**config.mk**
```make
export PLATFORM = sky130hd
export DESIGN_NAME = port9_grant_mux
export DESIGN_NICKNAME = d
export VERILOG_FILES = /design/src/rtl/port9_grant_mux.sv
export SDC_FILE = /design/constraint.sdc
export NUM_CORES = 1
export LEC_CHECK = 0
export CAP_MARGIN = 20
export CORE_AREA = 2 2 262 264
export CTS_BUF_LIST = sky130_fd_sc_hd__clkbuf_16
export DETAILED_ROUTE_END_ITERATION = 6
export DIE_AREA = 0 0 264 266
export MAX_ROUTING_LAYER = met4
export SYNTH_ARGS = -nofsm -noshare
export SYNTH_HDL_FRONTEND = slang
export SYNTH_SLANG_ARGS = --single-unit
```
**constraint.sdc**
```tcl
create_clock -name i_clk -period 2.48 [get_ports i_clk]
set_input_delay 0.496 -clock i_clk [delete_from_list [all_inputs] [get_ports i_clk]]
set_output_delay 0.496 -clock i_clk [all_outputs]
set_load 0.02 [all_outputs]
```
**src/rtl/port9_grant_mux.sv**
```systemverilog
// port9_grant_mux
// Locks a grant to the port picked by the upstream 9-way priority encoder for
// one whole packet. The granted port's beats are muxed into a single
// registered valid/ready output stream. The grant is released on the last
// beat, or on a forced release once MAX_BEATS beats have been sent.
//
// Ports
//   i_clk, i_rst_n     clock (rising edge), synchronous active-low reset
//   i_req/i_data/i_last per-port beat valid, data, last flag
//   i_sel_vld, i_sel   encoder valid and selected port index
//   o_grant            one-hot per-port ready (combinational)
//   o_vld/o_data/o_last/o_port  registered output beat
//   i_rdy              downstream ready
//   o_busy             grant locked
//   o_ovf              one-cycle pulse on a forced (overrun) release
//   o_pkt_cnt          per-port 16-bit saturating packet counters
//                      (present only when PORT9_GRANT_STATS_EN is defined)
//
// States
//   IDLE | no grant held; waiting for a valid encoder select
//   BUSY | grant locked to gport until last beat or overrun
module port9_grant_mux #(
    parameter int DWIDTH    = 64,
    parameter int NPORT     = 9,
    parameter int MAX_BEATS = 16,
    localparam int SW       = $clog2(NPORT),
    localparam int CW       = $clog2(MAX_BEATS + 1)
) (
    input  logic                     i_clk,
    input  logic                     i_rst_n,
    input  logic [NPORT-1:0]         i_req,
    input  logic [NPORT*DWIDTH-1:0]  i_data,
    input  logic [NPORT-1:0]         i_last,
    input  logic                     i_sel_vld,
    input  logic [SW-1:0]            i_sel,
    output logic [NPORT-1:0]         o_grant,
    output logic                     o_vld,
    output logic [DWIDTH-1:0]        o_data,
    output logic                     o_last,
    output logic [SW-1:0]            o_port,
    input  logic                     i_rdy,
    output logic                     o_busy,
    output logic                     o_ovf
`ifdef PORT9_GRANT_STATS_EN
    ,
    output logic [NPORT*16-1:0]      o_pkt_cnt
`endif
);

    typedef enum logic {IDLE, BUSY} state_t;

    state_t              state;
    logic [SW-1:0]       gport;
    logic [CW-1:0]       cnt;

    logic                ofree;
    logic                g_req;
    logic                g_last;
    logic [DWIDTH-1:0]   g_data;
    logic                s_req;
    logic                sel_ok;
    logic                accept;
    logic                eff_last;

    assign ofree    = !o_vld || i_rdy;
    assign o_busy   = (state == BUSY);
    assign sel_ok   = ({1'b0, i_sel} < (SW+1)'(NPORT));
    assign accept   = (state == BUSY) && g_req && ofree;
    assign eff_last = g_last || (cnt == CW'(MAX_BEATS - 1));

    // Port selection by compare-per-port keeps every index in range, so an
    // encoder index >= NPORT simply matches nothing.
    always_comb begin
        g_req   = 1'b0;
        g_last  = 1'b0;
        g_data  = '0;
        s_req   = 1'b0;
        o_grant = '0;
        for (int p = 0; p < NPORT; p++) begin
            if (gport == SW'(p)) begin
                g_req  = i_req[p];
                g_last = i_last[p];
                g_data = i_data[p*DWIDTH +: DWIDTH];
                if (state == BUSY && ofree) begin
                    o_grant[p] = 1'b1;
                end
            end
            if (i_sel == SW'(p)) begin
                s_req = i_req[p];
            end
        end
    end

    always_ff @(posedge i_clk) begin
        if (!i_rst_n) begin
            state  <= IDLE;
            gport  <= '0;
            cnt    <= '0;
            o_vld  <= 1'b0;
            o_data <= '0;
            o_last <= 1'b0;
            o_port <= '0;
            o_ovf  <= 1'b0;
        end else begin
            o_ovf <= 1'b0;

            case (state)
                IDLE: begin
                    if (i_sel_vld && sel_ok && s_req) begin
                        gport <= i_sel;
                        cnt   <= '0;
                        state <= BUSY;
                    end
                end
                BUSY: begin
                    if (accept) begin
                        cnt <= cnt + CW'(1);
                        if (eff_last) begin
                            state <= IDLE;
                            o_ovf <= !g_last;
                        end
                    end
                end
                default: state <= IDLE;
            endcase

            // Output register: a new beat takes priority over draining.
            if (accept) begin
                o_vld  <= 1'b1;
                o_data <= g_data;
                o_last <= eff_last;
                o_port <= gport;
            end else if (o_vld && i_rdy) begin
                o_vld  <= 1'b0;
            end
        end
    end

`ifdef PORT9_GRANT_STATS_EN
    always_ff @(posedge i_clk) begin
        if (!i_rst_n) begin
            o_pkt_cnt <= '0;
        end else if (accept && eff_last) begin
            for (int p = 0; p < NPORT; p++) begin
                if (gport == SW'(p) && o_pkt_cnt[p*16 +: 16] != 16'hFFFF) begin
                    o_pkt_cnt[p*16 +: 16] <= o_pkt_cnt[p*16 +: 16] + 16'd1;
                end
            end
        end
    end
`else
    // Packet statistics not built.
`endif

endmodule

```
==> results.txt <==
status: completed
fillers: 7534
Clock transition at path regs: 0.07 ns
GPL Wtd Cong: 0.880
placed wire-length estimate: 51800 um
async set-reset flop share out of synthesis: 0%
max_slew headroom: 58.4%
Final Cell Area: 17200 um2
initial antenna violation count: 17
Post-Syn Area: 8340 um2
initial core utilization: 12.3%
die height: 266 um
NumNets Final: 2481
Max Slew Vio Count: 0
row count: 96
largest net degree at the start of global routing: 72
Clock Latency Late Sink: 0.37 ns
most frequent cell after synthesis: a21oi_1
Synthesized Nets: 1796
fin crit share: 96.3%
clk buf depth: 2
CTS tree: built
Post-Syn Instances: 1192
H-Tree Depth: 3
Gate power share: 50.1%
vias in the first global route: 12400
min-delay worst type: reg -> reg
Max Cap Viol: 0
Finished Layout Cells: 2776
top post-synthesis cells by area: dfxtp_1 19%, a21oi_1 13%, mux2i_1 7.6%
sequential fraction of the synthesis area: 19.4%
most frequent cells after synthesis: 215 x a21oi_1, 105 x nand2_1, 89 x o21ai_1
Clock power frac: 24.8%
hold wc startpoint: o_data[7]
Worst VDD drop: 299 uV
Tot GR Track Use: 17.5%
Post-synth top flop: dfxtp_1
Top Ports: 683
Setup Buffers After CTS: 0
Yosys top cell by area: dfxtp_1
Clock Skew: 0.0105 ns
TritonRoute pass-1 iters: 6
Synth warnings: 0
synth unique cells: 60
Vias: 12100
Layout area overhead: 106%
r2r startpoint: gport[2]
Net Sw Frac: 33.8%
Overflow after GRT: 0
CTS sink cnt: 81
floorplan die width: 264 um
top-area cell type share of the netlist area: 19.4%
Final WS setup: 0.0926 ns
PortBufs: 682
Seq cells post-synth: 81
crit path capture type: flip-flop
Routed Antenna Nets: 0
pwr dens: 332 nW/um2
highest achievable clock rate: 0.419 GHz
Tmin final: 2.39 ns
RSZ-0062 raised after global routing: false
TritonCTS Buffers: 9
Hold Vio Cnt, Final: 0
internal power: 3.78 mW
core area: 67700 um2
hold_buf cts: 0
clock root buffer: clkbuf_16
CP Launch Point: gport[2]
placed inst area: 16900 um2
layout cell share with drive strength beyond 1: 10.1%
drt drc: 0
first-pass GRT wire length: 86400 um
initial drt markers: 640
# setup viols final: 0
P_leak: 6.23 nW
Place WS: -0.181 ns
Detailed Route WL: 62000 um
vias per cell: 4.36
Critical Path Fanout Max: 20
number of synthesized flops with an enable pin: 0
Placed Instances: 2748
Min Hold Slack: 0.478 ns
sequential power share: 25.0%
CP Launch Type: flip-flop
Crit Path Class: reg -> reg
Least-Margin Pin Slew: 0.624 ns
Critical Path AT: 2.69 ns
Mapped Avg Cell Area: 6.99 um2
DR WL/cell: 22.3 um
NetSw: 1.93 mW
Req. time, crit path: 2.78 ns
die area: 70200 um2
## power by group through the flow
| stage | clock network [mW] | registers, mW | logic, mW |
|---|---|---|---|
| after global routing | 1.56 | 1.44 | 3.07 |
| final | 1.42 | 1.43 | 2.86 |
| after global placement | 0 | 1.46 | 2.88 |
| after floorplan | 0 | 1.53 | 0.998 |
| after detailed placement | 0 | 1.46 | 2.88 |
| after CTS | 1.52 | 1.43 | 2.90 |
## layout make-up
type                    count  area (um2)  share of cell area, %
repair buffers            801        7920                   46.1
multi-input cells         974        6180                   35.9
flip-flops and latches     81        1640                   9.52
well taps                 882        1100                   6.42
clock buffers               9         225                   1.31
clock inverters             7        62.6                  0.364
inverters                  10        38.8                  0.226
diodes                     12        30.0                  0.175
## sequential cells by signal (all words and copies together), names as in the netlist
name and cells:
o_busy 1, cnt 5, o_ovf 1, o_vld 1
o_data 64, o_last 1, gport 4, o_port 4
## per-layer routing
metal	vias to the layer above	part of all wire (%)	routed length, um	track usage [%]
met5	-	0	0	-
met4	0	2.8	1730	4.96
met3	64	6.7	4160	4.24
met2	577	50	31000	31.1
met1	5599	41	25100	19.5
li1	5863	-	-	-
## path summary, 6_finish.rpt
path | end | slack (ns) | cells after the start
worst max-delay path | o_data[19] | 0.09 | 9
worst min-delay path | o_data[7] | 0.48 | 2
worst max register to register | o_data[19] | 0.09 | 9
worst min register to register | o_data[7] | 0.48 | 2
## cells by family (layout without fill, tap and decap cells)
group / after synthesis / in the layout / synth area share, %
mux: 119 / 119 / 15.5
compound gates: 559 / 559 / 40.2
other cells: 0 / 12 / 0
flops: 81 / 81 / 19.4
fa+ha+maj: 2 / 2 / 0.300
buf+inv: 137 / 827 / 7.07
simple gates: 294 / 294 / 17.4
## layout by cell type (no fill, tap or decap), drive strengths merged, types with 10 or more instances in the layout
cell,n
buf,120
nand2,105
mux2i,63
a2bb2oi,38
nor3,15
nor2,68
nand3b,10
nor2b,43
clkdlybuf4s50,672
dfxtp,81
o22a,10
o22ai,34
mux2,53
o211ai,11
a21oi,215
a31oi,24
and3,22
a22oi,40
o21ai,150
inv,11
diode,12
## worst max-delay path, cell delays in order (launching register included)
cell	delay, ns
dfxtp_4	0.45
buf_12	0.17
buf_4	0.17
nand2b_1	0.12
buf_4	0.24
nor3_1	0.53
a221o_1	0.21
o22ai_1	0.08
and3_1	0.17
o22ai_1	0.16
## per-stage QoR
stage | setup TNS [ns] | util, % | power, mW
floorplan | 0 | - | 2.53
global placement | -0.987 | 24.9 | 4.33
detailed placement | -1.02 | 24.9 | 4.34
CTS | 0 | 25.3 | 5.85
global route | 0 | 25.4 | 6.07
finish | 0 | 25.4 | 5.71
## repair_timing
| action | in CTS | in global routing |
|---|---|---|
| endpoints found under the setup margin | 9 | 2 |
| resized for setup | 12 | 2 |
| pin swaps | 0 | 0 |
| endpoints found under the hold margin | 0 | 0 |
(Power assumes the default switching activity.)
